[src/rtl/fpu_fetch_controller.sv]
// -----------------------------------------------------------------------------
// fpu_fetch_controller
//
// Fetches FPU instructions from a synchronous-read instruction memory. The
// memory has a one-cycle read latency and is indexed by mem_address[31:2].
// Fetched words go to decode over a valid/ready handshake.
//
// The block owns the program counter and tracks the single read in flight.
// Returned words are buffered in a 2-entry skid FIFO. A redirect (branch or
// jump) flushes the buffered words and the word in flight.
//
// Parameters
//   RESET_PC   PC loaded at reset (word aligned).
//   MEM_WORDS  instruction memory depth in words; PC wraps modulo
//              MEM_WORDS*4 (power of two).
//
// Ports
//   clock           system clock, rising edge
//   reset           asynchronous active-low reset
//   start           pulse, IDLE -> RUN
//   stop            pulse, RUN -> IDLE (FIFO still drains); wins over start
//   redirect_valid  load redirect_pc and flush
//   redirect_pc     redirect target, bits [1:0] ignored
//   mem_address     instruction memory address (the PC register)
//   machine_code    memory read data, valid the cycle after the address
//   instr_valid     FIFO head valid
//   instr_ready     decode accepts the head
//   instr_data      FIFO head instruction word
//   instr_pc        fetch address of the head word
//   busy            RUN, FIFO non-empty, or read in flight
// -----------------------------------------------------------------------------
module fpu_fetch_controller #(
  parameter logic [31:0] RESET_PC  = 32'h0000_0000,
  parameter int unsigned MEM_WORDS = 32
) (
  input  logic        clock,
  input  logic        reset,
  input  logic        start,
  input  logic        stop,
  input  logic        redirect_valid,
  input  logic [31:0] redirect_pc,
  output logic [31:0] mem_address,
  input  logic [31:0] machine_code,
  output logic        instr_valid,
  input  logic        instr_ready,
  output logic [31:0] instr_data,
  output logic [31:0] instr_pc,
  output logic        busy
);

  localparam logic [31:0] PC_MASK = 32'(MEM_WORDS * 4) - 32'd1;
  localparam logic [31:0] PC_INIT = RESET_PC & PC_MASK & 32'hFFFF_FFFC;

  typedef enum logic [0:0] {StIdle, StRun} state_e;

  state_e      state;
  logic [31:0] pc;
  logic [31:0] req_pc;
  logic        inflight;
  logic [1:0]  fifo_count;
  logic [31:0] head_data;
  logic [31:0] head_pc;
  logic [31:0] tail_data;
  logic [31:0] tail_pc;

  logic        pop;
  logic        push;
  logic        issue;
  logic [2:0]  occupancy;

  assign pop  = instr_valid && instr_ready;
  // A redirect discards the response that is arriving this cycle.
  assign push = inflight && !redirect_valid;

  // Words the FIFO will hold once this cycle's response lands and this cycle's
  // pop retires. Counting the pop as a freed slot is what allows one
  // instruction per cycle with decode always ready. The result is never
  // negative because a pop needs a non-empty FIFO.
  always_comb begin
    occupancy = {1'b0, fifo_count} + {2'b00, inflight} - {2'b00, pop};
  end

  assign issue = (state == StRun) && !redirect_valid && (occupancy < 3'd2);

  always_ff @(posedge clock or negedge reset) begin
    if (!reset) begin
      state      <= StIdle;
      pc         <= PC_INIT;
      req_pc     <= 32'd0;
      inflight   <= 1'b0;
      fifo_count <= 2'd0;
      head_data  <= 32'd0;
      head_pc    <= 32'd0;
      tail_data  <= 32'd0;
      tail_pc    <= 32'd0;
    end else begin
      // Run control; stop has priority over start.
      if (stop) begin
        state <= StIdle;
      end else if (start) begin
        state <= StRun;
      end

      // Program counter.
      if (redirect_valid) begin
        pc <= redirect_pc & PC_MASK & 32'hFFFF_FFFC;
      end else if (issue) begin
        pc <= (pc + 32'd4) & PC_MASK;
      end

      inflight <= issue;
      if (issue) begin
        req_pc <= pc;
      end

      // Two-entry FIFO. The head is always in the head registers. When the
      // FIFO empties, the head registers are left alone, so instr_data and
      // instr_pc keep the last word presented.
      if (redirect_valid) begin
        // A pop in this cycle still completes; everything else is dropped.
        fifo_count <= 2'd0;
      end else begin
        unique case ({push, pop})
          2'b10: begin
            if (fifo_count == 2'd0) begin
              head_data <= machine_code;
              head_pc   <= req_pc;
            end else begin
              tail_data <= machine_code;
              tail_pc   <= req_pc;
            end
            fifo_count <= fifo_count + 2'd1;
          end
          2'b01: begin
            if (fifo_count == 2'd2) begin
              head_data <= tail_data;
              head_pc   <= tail_pc;
            end
            fifo_count <= fifo_count - 2'd1;
          end
          2'b11: begin
            if (fifo_count == 2'd2) begin
              head_data <= tail_data;
              head_pc   <= tail_pc;
              tail_data <= machine_code;
              tail_pc   <= req_pc;
            end else begin
              head_data <= machine_code;
              head_pc   <= req_pc;
            end
          end
          default: begin
            fifo_count <= fifo_count;
          end
        endcase
      end
    end
  end

  // The credit scheme must never return a word to a full FIFO.
  always_ff @(posedge clock) begin
    if (reset) begin
      assert (!(push && fifo_count == 2'd2));
    end
  end

  assign mem_address = pc;
  assign instr_valid = (fifo_count != 2'd0);
  assign instr_data  = head_data;
  assign instr_pc    = head_pc;
  assign busy        = (state == StRun) || (fifo_count != 2'd0) || inflight;

endmodule
[config.mk]
export PLATFORM = sky130hd
export DESIGN_NAME = fpu_fetch_controller
export DESIGN_NICKNAME = d
export VERILOG_FILES = /design/src/rtl/fpu_fetch_controller.sv
export SDC_FILE = /design/constraint.sdc
export NUM_CORES = 1
export LEC_CHECK = 0
export CAP_MARGIN = 20
export CORE_MARGIN = 4
export CORE_UTILIZATION = 40
export DETAILED_ROUTE_END_ITERATION = 10
export MAX_ROUTING_LAYER = met4
export PLACE_DENSITY = 0.74
export SYNTH_ARGS = -nofsm -noshare
export SYNTH_HDL_FRONTEND = slang
export SYNTH_SLANG_ARGS = --single-unit
[constraint.sdc]
create_clock -name clock -period 3.6 [get_ports clock]
set_clock_uncertainty 0.2 [all_clocks]
set_input_delay 0.36 -clock clock [delete_from_list [all_inputs] [get_ports clock]]
set_output_delay 0.36 -clock clock [all_outputs]
set_load 0.02 [all_outputs]
==> results of run 1 <==
-- registers in the layout, summed over array words and instances (netlist names) --
| name | cells |
|---|---|
| instr_pc | 5 |
| instr_data | 32 |
| state | 1 |
| tail_pc | 5 |
| fifo_count | 2 |
| mem_address | 5 |
| inflight | 1 |
| tail_data | 32 |
| req_pc | 5 |
-- cell families after synthesis --
family / after synthesis / synth area share [%]
other cells: 1 / 0.0847
compound gates: 76 / 10.9
buf+inv: 80 / 13.3
simple gates: 21 / 2.52
fa+ha+maj: 3 / 1.02
mux: 87 / 21.8
flops: 88 / 49.7
xor+xnor: 3 / 0.594
-- repair_timing --
action,in CTS,in global routing
endpoints found under the hold margin,17,0
hold buffers,1,0
endpoints found under the setup margin,0,0
buffers inserted,0,0
-- metal layers --
layer	wire, um	track usage (%)	up-vias
li1	-	-	1356
met1	3790	18.0	1432
met2	4380	23.4	104
met3	529	3.05	11
met4	162	6.25	0
met5	0	-	-
-- critical path: stages, from the launching register on --
cell	delay, ns
dfrtp_1	0.54
inv_1	0.18
ha_1	0.33
nand2b_1	0.16
fa_1	0.38
xor2_1	0.31
nor3_1	0.12
buf_4	0.19
and3b_1	0.18
a221o_1	0.25
-- cells in the final DEF (no fill, tap or decap), drive strengths merged, types with 4 or more instances in the layout --
master and instances:
clkbuf 11, nor2 6, clkinv 4, mux2 56, clkdlybuf4s50 85, a31oi 30
a221o 4, a21oi 32, o21ai 4, conb 54, buf 13, dfrtp 88
mux2i 31, nand2 4
-- area by class of cell --
cell class              count  share of cell area [%]
flip-flops and latches     88                    40.7
multi-input cells         244                    34.2
repair buffers             99                    18.3
well taps                 140                    3.24
clock buffers              11                    2.80
clock inverters             5                   0.578
inverters                   3                   0.208
-- final timing paths --
kind,start,end,slack (ns)
max,fifo_count[0],mem_address[4],0.64
min,reset,instr_data[12],0.22
max reg2reg,fifo_count[0],mem_address[4],0.64
min reg2reg,tail_data[12],tail_data[12],0.30
max in group asynchronous,reset,tail_pc[4],2.22
min in group clock,tail_data[12],tail_data[12],0.30
-- power groups by stage --
stage	Combinational (mW)	Clock, mW	Sequential, mW
detailed placement	0.945	0	1.37
global placement	0.922	0	1.36
floorplan	0.401	0	1.51
CTS	0.947	0.661	1.35
global route	1.01	0.702	1.38
finish	0.934	0.633	1.35
-- stage by stage --
stage                     setup WS, ns  hold slack, ns  util (%)  cells  power [mW]
after floorplan                  0.832          -0.136         -    412        1.91
after global placement           0.467          0.0413      47.9    572        2.28
after detailed placement         0.324          0.0491      47.9    572        2.32
after CTS                        0.655           0.186      49.7    589        2.96
after global routing             0.439           0.214      49.9    590        3.09
final                            0.635           0.224      49.9    590        2.92
==> results.ini, run 1 <==
[run_status]
status=finished, final reports clean

[synth]
synth_area_leaders=dfrtp_1 (50%), mux2_2 (12%), buf_4 (9.8%)
synth_top_area_share_pct=49.7
synth_edf_count=0
synth_commonest_cells=dfrtp_1 (88), buf_4 (58), mux2_2 (47), a21oi_1 (32), mux2i_1 (31)
syn_area_per_cell_sq_um=12.3
yosys.area.top_type=dfrtp_1
synth_flop_cell=dfrtp_1
yosysSeqAreaShare_pct=49.7
ys_ff_latch=88
async_reset_ff_share_pct=100
synth_cells=359
synth.distinct_cells=40
netlist_area_sq_um=4430
yosysMostFrequentCell=dfrtp_1
synth_warnings=0

[place]
port_buffers=86
placed_area_sq_um=5190
hpwl_mm=6.23
gp_congestion=0.717

[drt]
firstDrtPassIters=4
viasPerCell=4.92
route.detailed.drc=0
num_vias=2903
drt_wl_total_mm=8.86
drt_iter0_markers=78
ant_nets=0
wl_per_cell_um=15.0

[critical_path]
path_max_fanout=9
start_kind=flop
setup.worst_path.end_class=flop
crit_type=flop to flop
crit_arrival_ns=3.00
crit_required_ns=3.64
reg2reg_depth=9

[timing]
period_share_pct=82.3
final_hold_viol_count=0
slew_headroom_pct=57.4
tightest_slew_ns=0.638
rsz0062_at_grt=no
finalCriticalPeriod_ns=2.96
setup_viol=0
fmax_ghz=0.337
fin_tns_setup_ns=0
slew_violations=0

[global_route]
antenna_found_initial=0
gr-usage-all-layers_pct=14.6
grt_max_degree=41
grt_pass1_vias=2966
gr-total-overflow=0
grt_pass1_wl_mm=14.5

[layout]
antenna_cells=0
fin_nets=518
drive_gt1_share_pct=19.6
fill_cells=979
syn2layout_area_growth_pct=22.2
multi_input_area_sq_um=1850
fin_area_sq_um=5410
ff_latch_area_sq_um=2200

[clock_tree]
htreeDepth=3
cts-resized-gates=0
cts.clk_slew.worst_paths_ns=0.09
cts_tree=yes
cts_buffers=9
clkSinkCount=88
insertion_delay_ns=0.35
root_buffer=clkbuf_8
cts_buffer_depth=2

[floorplanning]
die-area_sq_um=12800
start_util_pct=40.8
rows=38
coreArea_sq_um=10800
pin_count=168
die_w_um=113
die_h_um=113

[power]
intPower_mw=1.97
p_per_area_nw_per_um2=539
p_clk_share_pct=21.7
power_leakage_nw=2.37
switching_share_pct=32.5
combPwrFrac_pct=32.0
peakVddDrop_mv=0.250
seq_power_share_pct=46.3
p_sw_mw=0.948

[job]
maxCapViolCount=0

[hold_path]
hold_class=input pin to async pin

No activity file was read; power rests on OpenSTA's default activity.
==> run 2: changes to the inputs <==
- clock period: 3.6 -> 2.85 ns (I/O delays scaled with it)
==> run 2 against run 1 <==
  * Total power increased by 28%
  * Critical path depth stayed put
  * Count of clock-buffer cells in the layout is the same
  * Maximum frequency grew 8.7%
  * Non-clock buffer count up 8
  * Worst hold slack improved by 0.036 ns
  * Sequential share of layout area fell by 0.47 points
  * Combinational power rose by 27%
  * Clock power increased by 33%
  * Critical endpoint unchanged
  * Highest routed layer unchanged
==> results.ini, run 2 (synthesis gave the netlist of run 1 again) <==
[critical_path]
start_kind=flop
r2r_end=mem_address[4]
cp_cell_sequence=o21a_1, ha_1, nand2b_1, fa_1, xor2_1, nor3_2, buf_4, and3b_1, a221o_1
crit_type=flop to flop
crit_arrival_ns=2.77  ; -0.23 ns
regToRegStartpoint=fifo_count[0]
reg2reg_depth=9  ; unchanged
cpPeakStageDelay_ns=0.44  ; -0.10 ns
crit_required_ns=2.89  ; -0.75 ns
path_max_fanout=10  ; +1
setup.worst_path.end_class=flop
cp_slowest_cell=dfrtp_1
regToRegSetupSlack_ns=0.12  ; -0.51 ns

[clock_tree]
cts.clk_slew.worst_paths_ns=0.09  ; about the same
htreeDepth=3  ; unchanged
insertion_delay_ns=0.35  ; about the same
cts_buffers=9  ; unchanged
root_buffer=clkbuf_8
post-cts-setup-buffer-count=0  ; unchanged
cts_tree=yes
cts_buffer_depth=2  ; unchanged
clkSinkCount=88  ; unchanged

[floorplanning]
rows=38  ; unchanged
pin_count=168  ; unchanged
die_w_um=113  ; unchanged
start_util_pct=40.8  ; unchanged
die_h_um=113  ; unchanged
die-area_sq_um=12800  ; unchanged
coreArea_sq_um=10800  ; unchanged

[place]
hpwl_mm=6.19  ; -0.70%
numPlacedInstances=581  ; +1.6%
port_buffers=86  ; unchanged
gp_congestion=0.746  ; +4.0%

[global_route]
grt_pass1_vias=3031  ; +2.2%
antenna_found_initial=0  ; unchanged
gr-total-overflow=0  ; unchanged
grt_pass1_wl_mm=14.5  ; about the same
gr-usage-all-layers_pct=14.5  ; -0.15 points
grt_max_degree=49  ; +20%

[layout]
drive_gt1_share_pct=20.7  ; +1.2 points
fill_cells=988  ; +0.92%
final_common_cell=dfrtp_1
final_cell_count_no_fill=598  ; +1.4%
antenna_cells=0  ; unchanged
multi_input_area_sq_um=1850  ; +0.27%
ff_latch_area_sq_um=2200  ; unchanged
final_cell_mix=dfrtp_1 (88), clkdlybuf4s50_1 (85), conb_1 (54)
syn2layout_area_growth_pct=23.7
fin_nets=526  ; +1.5%

[drt]
num_vias=2948  ; +1.6%
firstDrtPassIters=4  ; unchanged
route.detailed.drc=0  ; unchanged
viasPerCell=4.93  ; +0.19%
drt_wl_total_mm=8.88  ; +0.27%
drt_iter0_markers=153  ; +96%
ant_nets=0  ; unchanged
wl_per_cell_um=14.9  ; -1.1%

[timing]
finalCriticalPeriod_ns=2.73  ; -0.238 ns
slew_headroom_pct=58.4  ; +1.1 points
final_hold_viol_count=0  ; unchanged
tightest_slew_ns=0.623  ; -0.0145 ns
period_share_pct=95.7  ; +13 points
fmax_ghz=0.367  ; +8.7%
setup_viol=0  ; unchanged
slew_violations=0  ; unchanged

[run_status]
status=finished, final reports clean

[power]
p_per_area_nw_per_um2=682  ; +26%
peakVddDrop_mv=0.257  ; +2.9%
power_leakage_nw=2.41  ; +1.4%
finalPower_mw=3.73  ; +28%

[hold_path]
hold_end=state
worstHoldStart=stop
hold_path_depth=2
hold_class=input pin to flop

[job]
maxCapViolCount=0  ; unchanged

## run 2: cell types whose count changed in the layout (fill, tap and decap cells not counted), sizes merged
| cell | previous run | this run |
|---|---|---|
| buf | 13 | 21 |
| bufinv | 0 | 1 |
| clkinv | 4 | 1 |
| clkinvlp | 1 | 3 |
## run 2: worst max path at each step
stage                       start        endpoint  slack [ns]  depth (start not counted)
finish              fifo_count[0]  mem_address[4]        0.12                          9
global route        fifo_count[0]  mem_address[2]       -0.02                         10
CTS                 fifo_count[0]       req_pc[5]        0.05                          8
global placement      instr_ready       req_pc[2]       -0.09                          9
floorplan           fifo_count[1]       req_pc[2]        0.08                          9
detailed placement    instr_ready       req_pc[5]       -0.18                          9
## run 2: through the flow
stage               worst slack, ns  area, sq um  TNS, ns  hold WS, ns  util [%]
finish                        0.123         5470        0        0.260      50.5
global route                -0.0200         5470  -0.0957        0.243      50.5
CTS                          0.0513         5470        0        0.245      50.5
detailed placement           -0.183         5270    -1.47        0.153      48.6
global placement            -0.0897         5270   -0.630        0.140      48.6
floorplan                    0.0819         4630        0       -0.211         -
## run 2: worst max-delay path, delay by kind of cell (launching register included)
kind / cells / cell delay (ns)
fa+ha+maj: 2 / 0.65
compound gates: 2 / 0.48
flops: 1 / 0.44
simple gates: 3 / 0.42
xor+xnor: 1 / 0.24
buf+inv: 1 / 0.18
## run 2: final cells by class
type,count,area share [%]
inverters,3,0.206
flip-flops and latches,88,40.2
clock buffers,11,2.40
multi-input cells,244,33.9
well taps,140,3.20
repair buffers,107,19.1
clock inverters,5,1.05
## run 2: layer usage
metal  GRT usage [%]  up-vias  wire length (um)
met4            5.69        0               108
met2            23.5      106              4380
met5               -        -                 0
met1            17.8     1469              3850
met3            2.94        9               548
li1                -     1364                 -
## run 2: repair_timing
item                                   CTS  global route
setup endpoints to repair                0             7
endpoints found under the hold margin   47             0
hold buffers                             1             0
gates resized for setup                  0             1
## run 2: report_power, final
part           switching [mW]  internal [mW]
clock                   0.437          0.405
combinational           0.591          0.599
sequential              0.166           1.54
